**config.mk**
```make
export PLATFORM = sky130hd
export DESIGN_NAME = verifier_adder_tree_arb
export DESIGN_NICKNAME = d
export VERILOG_FILES = /design/src/rtl/verifier_adder_tree_arb.sv
export SDC_FILE = /design/constraint.sdc
export NUM_CORES = 1
export LEC_CHECK = 0
export CORE_AREA = 4 4 431 433
export DETAILED_ROUTE_END_ITERATION = 8
export DIE_AREA = 0 0 435 437
export HOLD_SLACK_MARGIN = 0.03
export PLACE_DENSITY = 0.3
export SETUP_SLACK_MARGIN = 0.3
export SLEW_MARGIN = 30
export SYNTH_ARGS = -nofsm -noshare
export SYNTH_HDL_FRONTEND = slang
export SYNTH_SLANG_ARGS = --single-unit
```
**constraint.sdc**
```tcl
create_clock -name clk -period 2.9 [get_ports clk]
set_input_delay 0.58 -clock clk [delete_from_list [all_inputs] [get_ports clk]]
set_output_delay 0.58 -clock clk [all_outputs]
set_load 0.05 [all_outputs]
```
**src/rtl/verifier_adder_tree_arb.sv**
```systemverilog
// ============================================================================
// Module  : verifier_adder_tree_arb
// Brief   : Round-robin arbiter/sequencer sharing one verifier adder tree
//           among NREQ requesters; launches the tree, returns per-requester sums.
// Revision: 1.0 - initial release
// ============================================================================
`default_nettype none

module verifier_adder_tree_arb #(
  parameter int NGATES  = 8,
  parameter int NREQ    = 3,
  parameter int F_NBITS = 32
) (
  input  logic                                       clk,
  input  logic                                       rst,
  input  logic [NREQ-1:0]                            req,
  input  logic [NREQ*NGATES*F_NBITS-1:0]             parts,
  input  logic                                       flush,
  output logic                                       tree_en,
  output logic [NGATES*F_NBITS-1:0]                  tree_parts,
  input  logic                                       tree_ready_pulse,
  input  logic [F_NBITS-1:0]                         tree_v,
  output logic [NREQ-1:0]                            done,
  output logic [F_NBITS-1:0]                         result,
  output logic [((NREQ > 1) ? $clog2(NREQ) : 1)-1:0] result_id,
  output logic                                       busy,
  output logic                                       req_err
);

  localparam int ID_W   = (NREQ > 1) ? $clog2(NREQ) : 1;
  localparam int SLOT_W = NGATES * F_NBITS;

  localparam logic [1:0] S_IDLE   = 2'd0;
  localparam logic [1:0] S_LAUNCH = 2'd1;
  localparam logic [1:0] S_BUSY   = 2'd2;
  localparam logic [1:0] S_DONE   = 2'd3;

  logic [1:0]      r_state;
  logic [NREQ-1:0] r_pend;
  logic [ID_W-1:0] r_g;
  logic [ID_W-1:0] r_last;

  logic            w_found;
  logic [ID_W-1:0] w_next_g;
  logic [NREQ-1:0] w_g_oh;
  logic [NREQ-1:0] w_clr;
  logic [NREQ-1:0] w_own;
  logic [NREQ-1:0] w_flush_clr;
  logic [NREQ-1:0] w_pend_nxt;
  logic            w_err;

  // Round-robin search starting just after the most recent grant.
  always_comb begin
    w_found  = 1'b0;
    w_next_g = r_g;
    for (int k = 1; k <= NREQ; k++) begin
      int idx;
      idx = int'(r_last) + k;
      if (idx >= NREQ) idx = idx - NREQ;
      if (!w_found && r_pend[idx]) begin
        w_found  = 1'b1;
        w_next_g = ID_W'(idx);
      end
    end
  end

  assign w_g_oh = NREQ'(1) << r_g;
  assign w_clr  = (r_state == S_DONE) ? w_g_oh : '0;

  // The bit being granted this cycle (or already granted) survives a flush.
  assign w_own       = (r_state == S_IDLE) ? (w_found ? (NREQ'(1) << w_next_g) : '0) : w_g_oh;
  assign w_flush_clr = flush ? ~w_own : '0;
  assign w_pend_nxt  = (r_pend & ~w_clr & ~w_flush_clr) | req;
  assign w_err       = |(req & r_pend & ~w_clr);

  assign tree_parts = parts[int'(r_g)*SLOT_W +: SLOT_W];
  assign busy       = (r_state != S_IDLE);

  always_ff @(posedge clk or posedge rst) begin
    if (rst) begin
      r_state   <= S_IDLE;
      r_pend    <= '0;
      r_g       <= '0;
      r_last    <= ID_W'(NREQ - 1);
      tree_en   <= 1'b0;
      done      <= '0;
      req_err   <= 1'b0;
      result    <= '0;
      result_id <= '0;
    end else begin
      r_pend  <= w_pend_nxt;
      req_err <= w_err;
      done    <= '0;
      case (r_state)
        S_IDLE: begin
          if (w_found) begin
            r_g     <= w_next_g;
            tree_en <= 1'b1;
            r_state <= S_LAUNCH;
          end
        end
        S_LAUNCH: r_state <= S_BUSY;
        S_BUSY: begin
          if (tree_ready_pulse) begin
            result    <= tree_v;
            result_id <= r_g;
            done      <= w_g_oh;
            tree_en   <= 1'b0;
            r_state   <= S_DONE;
          end
        end
        S_DONE: begin
          r_last  <= r_g;
          r_state <= S_IDLE;
        end
        default: begin
          tree_en <= 1'b0;
          r_state <= S_IDLE;
        end
      endcase
    end
  end

endmodule

`default_nettype wire
```
==> results.json, run 1 <==
{
  "yosys.area_share.simple_pct": 14.8,
  "status": "finished, final reports clean",
  "cts-buffers-inserted": 5,
  "fin_crit_ps": 2690,
  "multi_input_area_mm2": 0.00742,
  "clockBufferDepth": 2,
  "grt_pass1_wl_um": 164000,
  "ys_warn_count": 0,
  "design_area_mm2": 0.0281,
  "dp_hpwl_um": 119000,
  "power_w": 0.0313,
  "cp.arrival_ps": 2110,
  "cts_sinks": 48,
  "dr.pass1.iters": 5,
  "grt_usage_pct": 13.4,
  "cts_tree": "yes",
  "die_x_um": 435,
  "synthAdderAreaFrac_pct": 1.19,
  "cts.clk_slew.worst_paths_ps": 70,
  "max-cap-violations": 0,
  "ir_drop_mv": 0.525,
  "antenna_found_initial": 50,
  "synth_top_family_by_area": "multiplexers",
  "postRouteAntennaNets": 0,
  "synth_area_mm2": 0.00738,
  "vias": 13200,
  "ys_ff_latch": 48,
  "fin_skew_ps": 5.78,
  "wirelength_um": 138000,
  "start_kind": "flip-flop",
  "synthCells": 1026,
  "synth_compound_area_share_pct": 21.0,
  "dpl_cell_area_mm2": 0.0248,
  "fp.dieH_um": 437,
  "seq_area_mm2": 0.00121,
  "clock_latency_ps": 290,
  "start_util_pct": 4.05,
  "grt_max_degree": 71,
  "gr-total-overflow": 0,
  "critPathCaptureType": "output pin",
  "maxSlewViolCount": 0,
  "fin_nets": 3070,
  "synth_mux_area_share_pct": 40.3,
  "drt-vias-per-instance": 2.85,
  "power_density_mw_per_mm2": 1110,
  "htree_num_levels": 2,
  "area.growth.synth_to_final_pct": 281,
  "grt_pass1_vias": 13800,
  "fin_crit_sh_pct": 92.9,
  "ys_seq_area_share_pct": 16.3,
  "fillers": 20500,
  "fmax_ghz": 0.371,
  "cts_root_buf": "clkbuf_16",
  "syn_avg_cell_area_um2": 7.19,
  "drc": 0,
  "hold_path.class": "flip-flop to flip-flop",
  "synthXorXnorAreaFrac_pct": 0.119,
  "synth_nets": 1840,
  "rows": 157,
  "worst_pin_slew_ps": 675,
  "crit_required_ps": 2320,
  "slew_headroom_pct": 55.0,
  "worstSetupPathType": "flip-flop to output pin",
  "drt_iter0_markers": 582,
  "cellLeakagePower_nw": 10.3,
  "hold_viol": 0,
  "core_mm2": 0.182,
  "place_congestion": 0.909,
  "io_buffers": 1102,
  "final_common_cell": "clkdlybuf4s50_1",
  "top_level_ports": 1103,
  "fp.dieArea_mm2": 0.190,
  "final_cell_mix": "clkdlybuf4s50_1, buf_12, nand2_1",
  "final_layout_size_suffix_gt1_share_pct": 36.4,
  "wl_per_cell_um": 29.7,
  "synthDistinctLibCells": 40,
  "finalSetupViolCount": 0,
  "rsz0062_at_grt": "true",
  "crit_path_max_fanout": 9
}
[state kept, by name, indices dropped and copies added (netlist names)]
| register | flops |
|---|---|
| r_pend | 3 |
| r_state | 2 |
| tree_en | 1 |
| r_last | 2 |
| done | 3 |
| result_id | 2 |
| result | 32 |
| req_err | 1 |
| r_g | 2 |
[power by group]
group          switching [W]  internal, W  leakage, nW
clock               0.000283     0.000315       0.0657
sequential          0.000254      0.00100        0.568
combinational         0.0167       0.0128         9.64
[synthesized netlist by cell type, drive strengths merged]
master,count,area [um2]
nand2,266,1010
o21ai,262,1310
mux2i,257,2570
buf,49,250
dfrtp,47,1180
clkbuf,45,169
mux2,35,398
inv,14,52.6
ha,7,87.6
nor2,6,22.5
a21oi,4,20.0
a32oi,3,33.8
nor3,3,15.0
a22o,2,17.5
a2bb2oi,2,17.5
nand2b,2,12.5
nand3,2,10.0
o221ai,2,23.8
o2bb2ai,2,17.5
o31a,2,17.5
o31ai,2,15.0
a211o,1,17.5
a211oi,1,7.51
a21o,1,8.76
a41oi,1,8.76
and2b,1,10.0
dfstp,1,26.3
nor2b,1,6.26
o21a,1,7.51
o21bai,1,7.51
o41ai,1,16.3
or3,1,6.26
xnor2,1,8.76
[worst max-delay path, cell delays in order (launching register included)]
cell	delay, ps
dfrtp_4	540
buf_12	180
bufbuf_16	300
mux2i_4	210
buf_4	160
o21ai_1	200
buf_12	180
[worst paths after layout]
path                         startpoint       endpoint  slack, ps  cells past startpoint
min in group asynchronous           rst     result[21]        650                      2
max in group asynchronous           rst     result[16]       1560                      3
hold reg to reg            result_id[0]   result_id[0]        510                      1
setup / recovery                 r_g[0]  tree_parts[2]        210                      6
hold / removal             result_id[0]   result_id[0]        510                      1
setup reg to reg              r_last[0]     r_state[1]        550                      7
[what timing repair did]
item | 4_1_cts | 5_1_grt
cloned | 10 | 19
setup endpoints to repair | 199 | 247
pin swaps | 0 | 7
hold buffers | 0 | 0
gates resized for setup | 256 | 260
setup buffers | 19 | 21
[routing by layer]
metal / up-vias / global-route usage (%) / routed length, um
met3: 90 / 4.06 / 9670
met4: 28 / 0.887 / 1380
met5: - / 0 / 173
met1: 6417 / 15.7 / 55000
li1: 6146 / - / -
met2: 567 / 24.7 / 71700
[through the flow]
| stage | setup slack [ps] | utilization (%) | std cells | hold slack, ps | TNS (ps) |
|---|---|---|---|---|---|
| after floorplan | 345 | - | 1026 | 512 | 0 |
| after global placement | -207 | 13.6 | 4565 | 488 | -480 |
| after detailed placement | -177 | 13.6 | 4565 | 495 | -248 |
| after CTS | 75.9 | 14.6 | 4601 | 512 | 0 |
| after global routing | 126 | 15.4 | 4641 | 529 | 0 |
| final | 206 | 15.4 | 4651 | 508 | 0 |
[cells by family after synthesis]
logic type / Yosys count
AOI/OAI and AO/OA: 288
xor gates and xnor gates: 1
adders and majority gates: 7
buffers and inverters: 108
DFF: 48
muxes: 292
and+or+nand+nor: 282
[area by class of cell]
type,count,share of cell area [%]
Antenna cell,10,0.0890
Sequential cell,48,4.30
Inverter,14,0.187
Timing Repair Buffer,1317,57.9
Clock inverter,2,0.0445
Multi-Input combinational cell,870,26.4
Tap cell,2385,10.6
Clock buffer,5,0.445
No activity file was read; power rests on OpenSTA's default activity.
==> run 2, diff against run 1 <==
--- a/config.mk
+++ b/config.mk
@@ -5,9 +5,9 @@
 export SDC_FILE = /design/constraint.sdc
 export NUM_CORES = 1
 export LEC_CHECK = 0
-export CORE_AREA = 4 4 431 433
+export CORE_AREA = 5 5 432 434
 export DETAILED_ROUTE_END_ITERATION = 8
-export DIE_AREA = 0 0 435 437
+export DIE_AREA = 0 0 437 439
 export HOLD_SLACK_MARGIN = 0.03
 export PLACE_DENSITY = 0.3
 export SETUP_SLACK_MARGIN = 0.3
==> run 2 against run 1 <==
Net effect: sequential share of layout area shrank 0.25 points; cell area is 6.2% higher; sequential cell count did not move; largest cell class unchanged; largest power group unchanged.
==> results.json, run 2 (same netlist as run 1, synthesis figures left out) <==
{
  "fmax_ghz": 0.356,
  "clockBufferDepth": 2,
  "cts_tree": "yes",
  "max-cap-violations": 0,
  "worstSetupPathType": "flip-flop to output pin",
  "rsz0062_at_grt": "true",
  "slew_headroom_pct": 42.4,
  "worst_pin_slew_ps": 864,
  "fp.dieArea_mm2": 0.192,
  "fin_crit_ps": 2810,
  "rows": 157,
  "status": "finished, final reports clean",
  "clock_latency_ps": 300,
  "cts.clk_slew.worst_paths_ps": 80,
  "start_util_pct": 4.05,
  "cellLeakagePower_nw": 10.8,
  "fin_crit_sh_pct": 97.0,
  "crit_required_ps": 2320,
  "place_congestion": 0.919,
  "tns_ps": 0,
  "cts-buffers-inserted": 5,
  "io_buffers": 1102,
  "final_common_cell": "clkdlybuf4s50_1",
  "htree_num_levels": 2,
  "regMostFlops": "result",
  "final_layout_size_suffix_gt1_share_pct": 39.5,
  "area.growth.synth_to_final_pct": 304,
  "final_util_pct": 16.4,
  "fp.dieH_um": 439,
  "antenna_found_initial": 38,
  "cp.arrival_ps": 2230,
  "vias": 13500,
  "finalSetupViolCount": 0,
  "fin_nets": 3091,
  "grt_usage_pct": 13.4,
  "reg.largest.list": "result x32, done x3, r_pend x3",
  "die_x_um": 437,
  "fin_skew_ps": 8.27,
  "maxSlewViolCount": 0,
  "critPathCaptureType": "output pin",
  "cts_root_buf": "clkbuf_16",
  "top_level_ports": 1103,
  "gr-total-overflow": 0,
  "hold_viol": 0,
  "postRouteAntennaNets": 0,
  "drt-vias-per-instance": 2.88,
  "dp_hpwl_um": 119000,
  "final_cell_mix": "clkdlybuf4s50_1, buf_12, nand2_1",
  "core_mm2": 0.182,
  "wirelength_um": 140000,
  "crit_path_max_fanout": 91,
  "hold_path.class": "flip-flop to flip-flop",
  "dr.pass1.iters": 4,
  "start_kind": "flip-flop",
  "ir_drop_mv": 0.487,
  "fillers": 20400,
  "wl_per_cell_um": 29.9,
  "grt_max_degree": 92,
  "grt_pass1_vias": 14000,
  "power_density_mw_per_mm2": 1140,
  "grt_pass1_wl_um": 167000,
  "seq_area_mm2": 0.00121,
  "drt_iter0_markers": 537,
  "cts_sinks": 48,
  "multi_input_area_mm2": 0.00818,
  "drc": 0,
  "largest_reg_flops": 32
}
[run 2: changes by cell type in the layout (fill, tap and decap cells not counted), moves of 27 or more]
cell | previous run | this run
buf_6 | 20 | 52
mux2i_4 | 50 | 86
buf_4 | 143 | 88
buf_16 | 17 | 44
o21ai_4 | 25 | 52
[run 2: final cells by class]
| class | instances | area share, % |
|---|---|---|
| Sequential cell | 48 | 4.05 |
| Inverter | 14 | 0.176 |
| Tap cell | 2385 | 10.0 |
| Timing Repair Buffer | 1338 | 57.7 |
| Antenna cell | 5 | 0.0419 |
| Clock inverter | 3 | 0.159 |
| Multi-Input combinational cell | 870 | 27.4 |
| Clock buffer | 5 | 0.419 |
[run 2: report_power, final]
| group | total, W | switching [W] | internal [W] |
|---|---|---|---|
| combinational | 0.0320 | 0.0178 | 0.0142 |
| clock | 0.000724 | 0.000312 | 0.000412 |
| sequential | 0.00123 | 0.000227 | 0.000999 |
[run 2: path summary, 6_finish.rpt]
path | startpoint | slack, ps | cells past startpoint | to
worst max-delay path | r_g[1] | 90 | 5 | tree_parts[9]
worst min-delay path | result_id[0] | 510 | 1 | result_id[0]
worst max register to register | r_last[0] | 550 | 7 | r_state[1]
worst min register to register | result_id[0] | 510 | 1 | result_id[0]
max in group asynchronous | rst | 1650 | 3 | result[8]
min in group asynchronous | rst | 600 | 2 | result[23]
[run 2: repair_timing]
| action | 4_1_cts | 5_1_grt |
|---|---|---|
| pin swaps | 24 | 42 |
| setup buffers | 38 | 34 |
| hold endpoints to repair | 0 | 0 |
| hold buffers | 0 | 0 |
| endpoints found under the setup margin | 204 | 231 |
| gates resized for setup | 451 | 259 |
| cloned | 28 | 16 |
[run 2: critical path: stages (launching register included)]
cell     delay, ps
dfrtp_4        500
buf_4          160
buf_16         190
o21ai_2        440
buf_4          180
buf_12         140
[run 2: per-layer routing]
layer,GRT usage (%),vias up,part of all wire [%]
met2,24.1,565,50
li1,-,6199,-
met5,0,-,0.077
met3,3.98,73,6.8
met4,0.859,18,0.68
met1,16.6,6605,42
[run 2: through the flow]
step / hold WS (ps) / area [um2] / power [W] / instances / worst slack (ps)
after CTS: 510 / 28100 / 0.0329 / 4613 / 109
after detailed placement: 494 / 24700 / 0.0279 / 4539 / -149
after global placement: 488 / 24700 / 0.0280 / 4539 / -361
after global routing: 524 / 29800 / 0.0353 / 4664 / 89.8
after floorplan: 512 / 7380 / 0.0128 / 1026 / 345
final: 507 / 29800 / 0.0340 / 4668 / 87.1
